===== src/rtl/mem_port_arbiter.sv =====
// rtl/mem_port_arbiter.sv - round-robin fetch/load-store arbiter onto one single-port memory
// One outstanding transaction at a time; a watchdog closes hung responses with an error.
module mem_port_arbiter #(
   parameter int DW      = 32,
   parameter int AW      = 32,
   parameter int MW      = 4,
   parameter int TIMEOUT = 255
) (
   input  logic          clk_i,
   input  logic          rst_i,
   input  logic          i_req_i,
   input  logic [AW-1:0] i_addr_i,
   output logic          i_gnt_o,
   output logic          i_rvalid_o,
   output logic [DW-1:0] i_rdata_o,
   output logic          i_err_o,
   input  logic          d_req_i,
   input  logic          d_we_i,
   input  logic [MW-1:0] d_mask_i,
   input  logic [AW-1:0] d_addr_i,
   input  logic [DW-1:0] d_wdata_i,
   output logic          d_gnt_o,
   output logic          d_rvalid_o,
   output logic [DW-1:0] d_rdata_o,
   output logic          d_err_o,
   output logic          mem_req_o,
   output logic          mem_we_o,
   output logic [MW-1:0] mem_mask_o,
   output logic [AW-1:0] mem_addr_o,
   output logic [DW-1:0] mem_wdata_o,
   input  logic          mem_gnt_i,
   input  logic          mem_rvalid_i,
   input  logic [DW-1:0] mem_rdata_i,
   output logic          busy_o,
   output logic          spurious_o
);

   typedef enum logic [1:0] {IDLE, REQ, WAIT} state_t;
   localparam logic PORT_I = 1'b0;
   localparam logic PORT_D = 1'b1;

   state_t      state_q, state_d;
   logic        owner_q;
   logic        last_q;
   logic        winner;
   logic        any_req;
   logic [15:0] timer_q;
   logic        timeout_hit;
   logic        done;

   assign any_req     = i_req_i | d_req_i;
   // On a tie the port that was not served last wins; last starts at I so D takes the first tie.
   assign winner      = (i_req_i && d_req_i) ? ~last_q : d_req_i;
   assign timeout_hit = (timer_q == 16'(TIMEOUT - 1));
   assign done        = (state_q == WAIT) && (mem_rvalid_i || timeout_hit);

   always_ff @(posedge clk_i or posedge rst_i) begin
      if (rst_i) begin
         state_q <= IDLE;
      end else begin
         state_q <= state_d;
      end
   end

   always_comb begin
      state_d = state_q;
      case (state_q)
         IDLE:    if (any_req)   state_d = REQ;
         REQ:     if (mem_gnt_i) state_d = WAIT;
         WAIT:    if (done)      state_d = IDLE;
         default:                state_d = IDLE;
      endcase
   end

   always_ff @(posedge clk_i or posedge rst_i) begin
      if (rst_i) begin
         owner_q     <= PORT_I;
         last_q      <= PORT_I;
         timer_q     <= '0;
         mem_we_o    <= 1'b0;
         mem_mask_o  <= '0;
         mem_addr_o  <= '0;
         mem_wdata_o <= '0;
         spurious_o  <= 1'b0;
      end else begin
         if (state_q == IDLE && any_req) begin
            owner_q <= winner;
            if (winner == PORT_D) begin
               mem_we_o    <= d_we_i;
               mem_mask_o  <= d_mask_i;
               mem_addr_o  <= d_addr_i;
               mem_wdata_o <= d_wdata_i;
            end else begin
               mem_we_o    <= 1'b0;
               mem_mask_o  <= '1;
               mem_addr_o  <= i_addr_i;
               mem_wdata_o <= '0;
            end
         end
         if (state_q == REQ && mem_gnt_i) begin
            last_q  <= owner_q;
            timer_q <= '0;
         end else if (state_q == WAIT) begin
            timer_q <= timer_q + 16'd1;
         end
         // A response with no transaction in flight is never forwarded, only flagged.
         if (mem_rvalid_i && state_q != WAIT) begin
            spurious_o <= 1'b1;
         end
      end
   end

   always_comb begin
      mem_req_o  = (state_q == REQ);
      busy_o     = (state_q != IDLE);
      i_gnt_o    = 1'b0;
      d_gnt_o    = 1'b0;
      i_rvalid_o = 1'b0;
      d_rvalid_o = 1'b0;
      i_err_o    = 1'b0;
      d_err_o    = 1'b0;
      i_rdata_o  = '0;
      d_rdata_o  = '0;
      if (state_q == REQ && mem_gnt_i) begin
         if (owner_q == PORT_D) d_gnt_o = 1'b1;
         else                   i_gnt_o = 1'b1;
      end
      if (done) begin
         if (owner_q == PORT_D) begin
            d_rvalid_o = 1'b1;
            d_err_o    = ~mem_rvalid_i;
            d_rdata_o  = mem_rvalid_i ? mem_rdata_i : '0;
         end else begin
            i_rvalid_o = 1'b1;
            i_err_o    = ~mem_rvalid_i;
            i_rdata_o  = mem_rvalid_i ? mem_rdata_i : '0;
         end
      end
   end

endmodule


===== config.mk =====
export PLATFORM = sky130hd
export DESIGN_NAME = mem_port_arbiter
export DESIGN_NICKNAME = d
export VERILOG_FILES = /design/src/rtl/mem_port_arbiter.sv
export SDC_FILE = /design/constraint.sdc
export NUM_CORES = 1
export LEC_CHECK = 0
export CAP_MARGIN = 20
export CORE_ASPECT_RATIO = 1.5
export CORE_UTILIZATION = 36
export CTS_CLUSTER_SIZE = 30
export DETAILED_ROUTE_END_ITERATION = 16
export PLACE_DENSITY = 0.8
export RECOVER_POWER = 100
export SYNTH_ARGS = -nofsm -noshare
export SYNTH_HDL_FRONTEND = slang
export SYNTH_SLANG_ARGS = --single-unit

===== constraint.sdc =====
create_clock -name clk_i -period 3.9 [get_ports clk_i]
set_input_delay 0.78 -clock clk_i [delete_from_list [all_inputs] [get_ports clk_i]]
set_output_delay 0.78 -clock clk_i [all_outputs]
set_load 0.05 [all_outputs]

# == Yosys cells after proc, flatten, opt, wreduce, memory -nomap -nowiden ==
# Index checks and enable logic that the tools add are counted.
# op_classes
n_mux,26
eq_ne,7
n_reduce_logical,10
bitwise_logic,3
n_addsub,1
# op_table
cell,count
2-to-1 mux 32 bit,7
2-to-1 mux 16 bit,2
adder 16 x 1 -> 16 bit (second input constant),1
== test 16 x 8 -> 1 bit (second input constant),1
2-to-1 mux 1 bit,12
2-to-1 mux 2 bit,3
!= test 2 bit (second input constant),3
one-hot mux 2 bit (3 select lines),1
logical AND 1 bit,5
2-to-1 mux 4 bit,1
nonzero test 2 bit,2
AND reduction 3 bit,1
== test 2 x 1 -> 1 bit (second input constant),1
== test 2 bit (second input constant),1
logical NOT 2 bit,1
!= test 2 x 1 -> 1 bit (second input constant),1
inverter 1 bit,2
logical OR 1 bit,1
bitwise OR 1 bit,1
# word_totals
output_inout_bits,142
in_bits,139
elab_cells,56
register_bits,90

# == Longest topological paths before layout ==
# logic_depth
depth_word,5
mapped_depth,6
depth_no_buf,6

# == Worst setup path before layout ==
# No wires, ideal clock.
# synth_path
path_type,reg-to-output
from,register timer_q[0]
to,output d_err_o
path_slack_ps,307
t_arrival_ps,2813
n_path_buf,0
required_time_ps,3120
path_stages_with_launch,7
path_cell_list,dfrtp_1 > inv_1 > ha_1 > or4b_1 > nor4_1 > a31oi_1 > nor4_1
# synth_between
elab_chain_cells,4
# synth_rtl
item,line_no,text
from (decl),47,logic [15:0] timer_q;
from (signal assigned),104,timer_q <= timer_q + 16'd1;
== test 16 x 8 -> 1 bit,54,assign timeout_hit = (timer_q == 16'(TIMEOUT - 1));
logical OR 1 bit,55,assign done = (state_q == WAIT) && (mem_rvalid_i || timeout_hit);
logical AND 1 bit,55,
2-to-1 mux 1 bit,128,if (done) begin
to (decl),25,"output logic d_err_o,"
# Every way passes these cells.

# == Worst setup path in the final report ==
# Same ends and word-level chain as after synthesis.

==> metrics.txt <==
# TYPE chip_impl_metric gauge
chip_impl_info{name="outcome",value="finished with violations"} 1
chip_impl_info{name="failed_checks",value="capacitance limit, slew limit"} 1
chip_impl_metric{name="synthesized_area_fraction_occupied_by_ao_oa_aoi_and_oai_cells",unit="%"} 14.2
chip_impl_metric{name="post_layout_nonfiller_instances",unit=""} 837
chip_impl_metric{name="clk_path_buf_depth",unit=""} 2
chip_impl_metric{name="final_period_demand_of_the_worst_path",unit="ns"} 3.75
chip_impl_metric{name="synth.area.mux_share",unit="%"} 9.21
chip_impl_metric{name="numCtsBuffers",unit=""} 9
chip_impl_metric{name="htreeDepth",unit=""} 3
chip_impl_info{name="setup_repair_after_global_routing_missed_its_margin",value="false"} 1
chip_impl_metric{name="power.ir.vdd_worst",unit="mV"} 0.645
chip_impl_info{name="whs_endpoint",value="spurious_o"} 1
chip_impl_metric{name="die_width",unit="um"} 90.6
chip_impl_info{name="final_cell_mix",value="136 x clkdlybuf4s50_1, 90 x dfrtp_1, 82 x dlygate4sd3_1"} 1
chip_impl_metric{name="setup_violations",unit=""} 0
chip_impl_metric{name="grt_overflow",unit=""} 0
chip_impl_metric{name="first_global_vias",unit=""} 4375
chip_impl_info{name="tritoncts_clock_tree",value="built"} 1
chip_impl_metric{name="core_area",unit="um2"} 11500
chip_impl_metric{name="data_arrival_time_of_the_critical_path",unit="ns"} 2.97
chip_impl_metric{name="cp_slowest_stage_delay",unit="ns"} 0.87
chip_impl_metric{name="clk_latency",unit="ns"} 0.33
chip_impl_metric{name="placement.io_buffers",unit=""} 280
chip_impl_metric{name="dp_hpwl",unit="mm"} 11.8
chip_impl_metric{name="hold_viol",unit=""} 0
chip_impl_metric{name="setup_buffers_after_cts",unit=""} 0
chip_impl_metric{name="slew-limit-headroom",unit="%"} -34.1
chip_impl_metric{name="floorplan.rows",unit=""} 48
chip_impl_metric{name="power_density",unit="nW/um2"} 676
chip_impl_info{name="yosys.area.top_type",value="dfrtp_1"} 1
chip_impl_info{name="hold_start",value="spurious_o"} 1
chip_impl_metric{name="slew_violations",unit=""} 94
chip_impl_metric{name="largest_net_degree_at_the_start_of_global_routing",unit=""} 66
chip_impl_metric{name="fin_tns_setup",unit="ns"} 0
chip_impl_metric{name="via_per_instance_ratio",unit=""} 4.98
chip_impl_metric{name="layout_setup_ws",unit="ns"} 0.149
chip_impl_metric{name="placed_cells",unit=""} 819
chip_impl_info{name="min-delay-path-class",value="flip-flop to flip-flop"} 1
chip_impl_metric{name="post-place-ws",unit="ns"} 0.507
chip_impl_info{name="main_combinational_cell_family_by_area_after_synthesis",value="simple AND/OR/NAND/NOR gates"} 1
chip_impl_info{name="worst_path_slowest_cell",value="clkdlybuf4s50_1"} 1
chip_impl_info{name="synthTopCellsByArea",value="dfrtp_1 53%, and2_1 9.4%, mux2i_1 9.2%"} 1
chip_impl_info{name="cts_root_buf",value="clkbuf_16"} 1
chip_impl_metric{name="post_synth_inst_count",unit=""} 408
chip_impl_metric{name="chipHeight",unit="um"} 135
chip_impl_metric{name="detail_route_antenna_nets",unit=""} 0
chip_impl_metric{name="dr.pass1.iters",unit=""} 5
chip_impl_metric{name="proportion_of_synthesized_chip_area_in_sequential_cells",unit="%"} 53.1
chip_impl_metric{name="share_of_final_layout_standard_cells_stronger_than_drive_strength_1",unit="%"} 12.7
chip_impl_metric{name="ys_seq_elements",unit=""} 90
chip_impl_info{name="cpMostUsedCell",value="nor4_1"} 1
chip_impl_metric{name="regToRegSetupSlack",unit="ns"} 1.10
chip_impl_metric{name="cts.repair.resized",unit=""} 0
chip_impl_info{name="timing.setup.critical_path_class",value="flip-flop to primary output"} 1
chip_impl_metric{name="postPlaceCellArea",unit="um2"} 7850
chip_impl_metric{name="synth-xor-area-share",unit="%"} 0.413
chip_impl_metric{name="netlist-cell-type-count",unit=""} 32
chip_impl_metric{name="antenna_found_initial",unit=""} 2
chip_impl_metric{name="post_synth_top_area_share",unit="%"} 53.1
chip_impl_metric{name="worst_r2r_path_depth",unit=""} 4
chip_impl_metric{name="gpl.final_weighted_congestion",unit=""} 0.811
chip_impl_metric{name="worst_pin_slew",unit="ns"} 2.00
chip_impl_metric{name="drt-total-wl",unit="mm"} 14.8
chip_impl_metric{name="clock_sinks",unit=""} 90
chip_impl_info{name="end_kind",value="primary output"} 1
chip_impl_metric{name="hold-path-cell-count",unit=""} 1
chip_impl_metric{name="holdWs",unit="ns"} 0.450
chip_impl_metric{name="fin_util",unit="%"} 70.9
chip_impl_metric{name="final.fill_count",unit=""} 820
chip_impl_metric{name="fin_skew",unit="ns"} 0.00844
chip_impl_info{name="crit_chain",value="inv_1, ha_1, or4b_1, nor4_1, a31oi_1, nor4_1, clkdlybuf4s50_1"} 1
chip_impl_metric{name="simple_gate_fraction_of_synth_area",unit="%"} 19.3
chip_impl_metric{name="vias",unit=""} 4169
chip_impl_metric{name="post_route_standard_cell_area_excluding_fillers",unit="um2"} 8140
chip_impl_metric{name="floorplan.initialDensity",unit="%"} 37.0
chip_impl_metric{name="cts.hold.buffers_added",unit=""} 0
chip_impl_metric{name="dr.first_iter.drc_count",unit=""} 145
chip_impl_info{name="rr_endpoint",value="mem_wdata_o[9]"} 1
chip_impl_metric{name="crit_path_max_fanout",unit=""} 6
chip_impl_info{name="critical-path-top-delay-family",value="buffers and inverters"} 1
chip_impl_info{name="start_kind",value="flip-flop"} 1
chip_impl_metric{name="postSynthNetCount",unit=""} 549
chip_impl_metric{name="synth_fa_ha_area_share",unit="%"} 0.590
chip_impl_metric{name="yosysWarnings",unit=""} 0
chip_impl_metric{name="pin_count",unit=""} 281
chip_impl_info{name="worst_r2r_startpoint",value="last_q"} 1
chip_impl_metric{name="grt_pass1_wl",unit="mm"} 22.9
chip_impl_metric{name="design.die.area",unit="um2"} 12200
chip_impl_metric{name="path_buf_inv",unit=""} 2
chip_impl_metric{name="required_time_worst_endpoint",unit="ns"} 3.12
chip_impl_metric{name="fin_total_pwr",unit="mW"} 5.50
chip_impl_metric{name="cellLeakagePower",unit="nW"} 3.57
chip_impl_metric{name="drc",unit=""} 0
chip_impl_metric{name="clock.fmax",unit="GHz"} 0.267
chip_impl_metric{name="min_period_over_period",unit="%"} 96.2
chip_impl_info{name="layout_commonest_cell",value="clkdlybuf4s50_1"} 1
chip_impl_metric{name="grtUsageTotal",unit="%"} 24.4
chip_impl_metric{name="syn-cell-area",unit="um2"} 4240
chip_impl_metric{name="clk_transition_reported_paths",unit="ns"} 0.06
chip_impl_metric{name="drv_cap",unit=""} 3
chip_impl_metric{name="final_nets",unit=""} 822
chip_impl_metric{name="area_growth_syn_to_layout",unit="%"} 91.9
chip_impl_metric{name="detail_route.wl_per_cell",unit="um"} 17.7
chip_impl_metric{name="synthesis.area_per_instance",unit="um2"} 10.4
synth_stat cells (all sizes together):
cell	instances
and4	1
and2	64
o31ai	3
nor4	3
nand3	10
inv	6
or2	1
nand4b	1
or4	1
ha	2
clkbuf	16
a21o	3
mux2i	39
a21boi	1
nand2	49
nor3b	1
dfrtp	90
nand2b	1
nand4	2
nor2	12
nor3	4
o22a	4
or4b	1
buf	11
o211ai	3
nor2b	2
a22o	33
xor2	2
o21ai	39
and3	2
a31oi	1
registers in the layout (all words and copies together), names as in the netlist:
signal	count
mem_wdata_o	32
mem_mask_o	4
owner_q	1
mem_addr_o	32
state_q	2
last_q	1
spurious_o	1
timer_q	16
mem_we_o	1
where the power goes:
part,switching [mW],internal (mW),leakage (nW)
logic,2.09,1.04,2.28
registers,0.204,1.28,1.14
clock network,0.358,0.534,0.152
total,2.65,2.86,3.57
per-layer routing:
metal	up-vias	part of all wire, %	track usage, %
met5	-	0.088	0
met4	2	4.1	12.3
met3	39	7.1	6.93
met2	199	53	43.0
met1	1966	35	26.6
li1	1963	-	-
how the worst max path moves through the flow:
stage / startpoint / end / slack, ns / depth (start not counted)
2_1_floorplan: timer_q[0] / d_err_o / 0.31 / 6
3_3_place_gp: mem_rvalid_i / i_err_o / 0.59 / 4
3_5_place_dp: mem_rvalid_i / d_err_o / 0.51 / 4
4_1_cts: timer_q[0] / d_err_o / 0.18 / 7
5_1_grt: timer_q[0] / d_err_o / 0.01 / 7
6_report: timer_q[0] / d_err_o / 0.15 / 7
cell families after synthesis:
group                      Yosys count
xor gates and xnor gates             2
AOI/OAI and AO/OA                   87
DFF                                 90
adders and majority gates            2
muxes                               39
and+or+nand+nor                    155
buffers and inverters               33
final cells by class:
class	count	area (um2)	share of cell area, %
clock inverter	5	60.1	0.738
clock buffer	11	253	3.11
timing repair buffer	289	3510	43.1
sequential	90	2250	27.7
multi-input combinational	285	1850	22.7
inverter	6	23.8	0.292
tap	150	188	2.31
antenna	1	2.50	0.0308
Note: power is estimated with default switching activity, not from simulation.
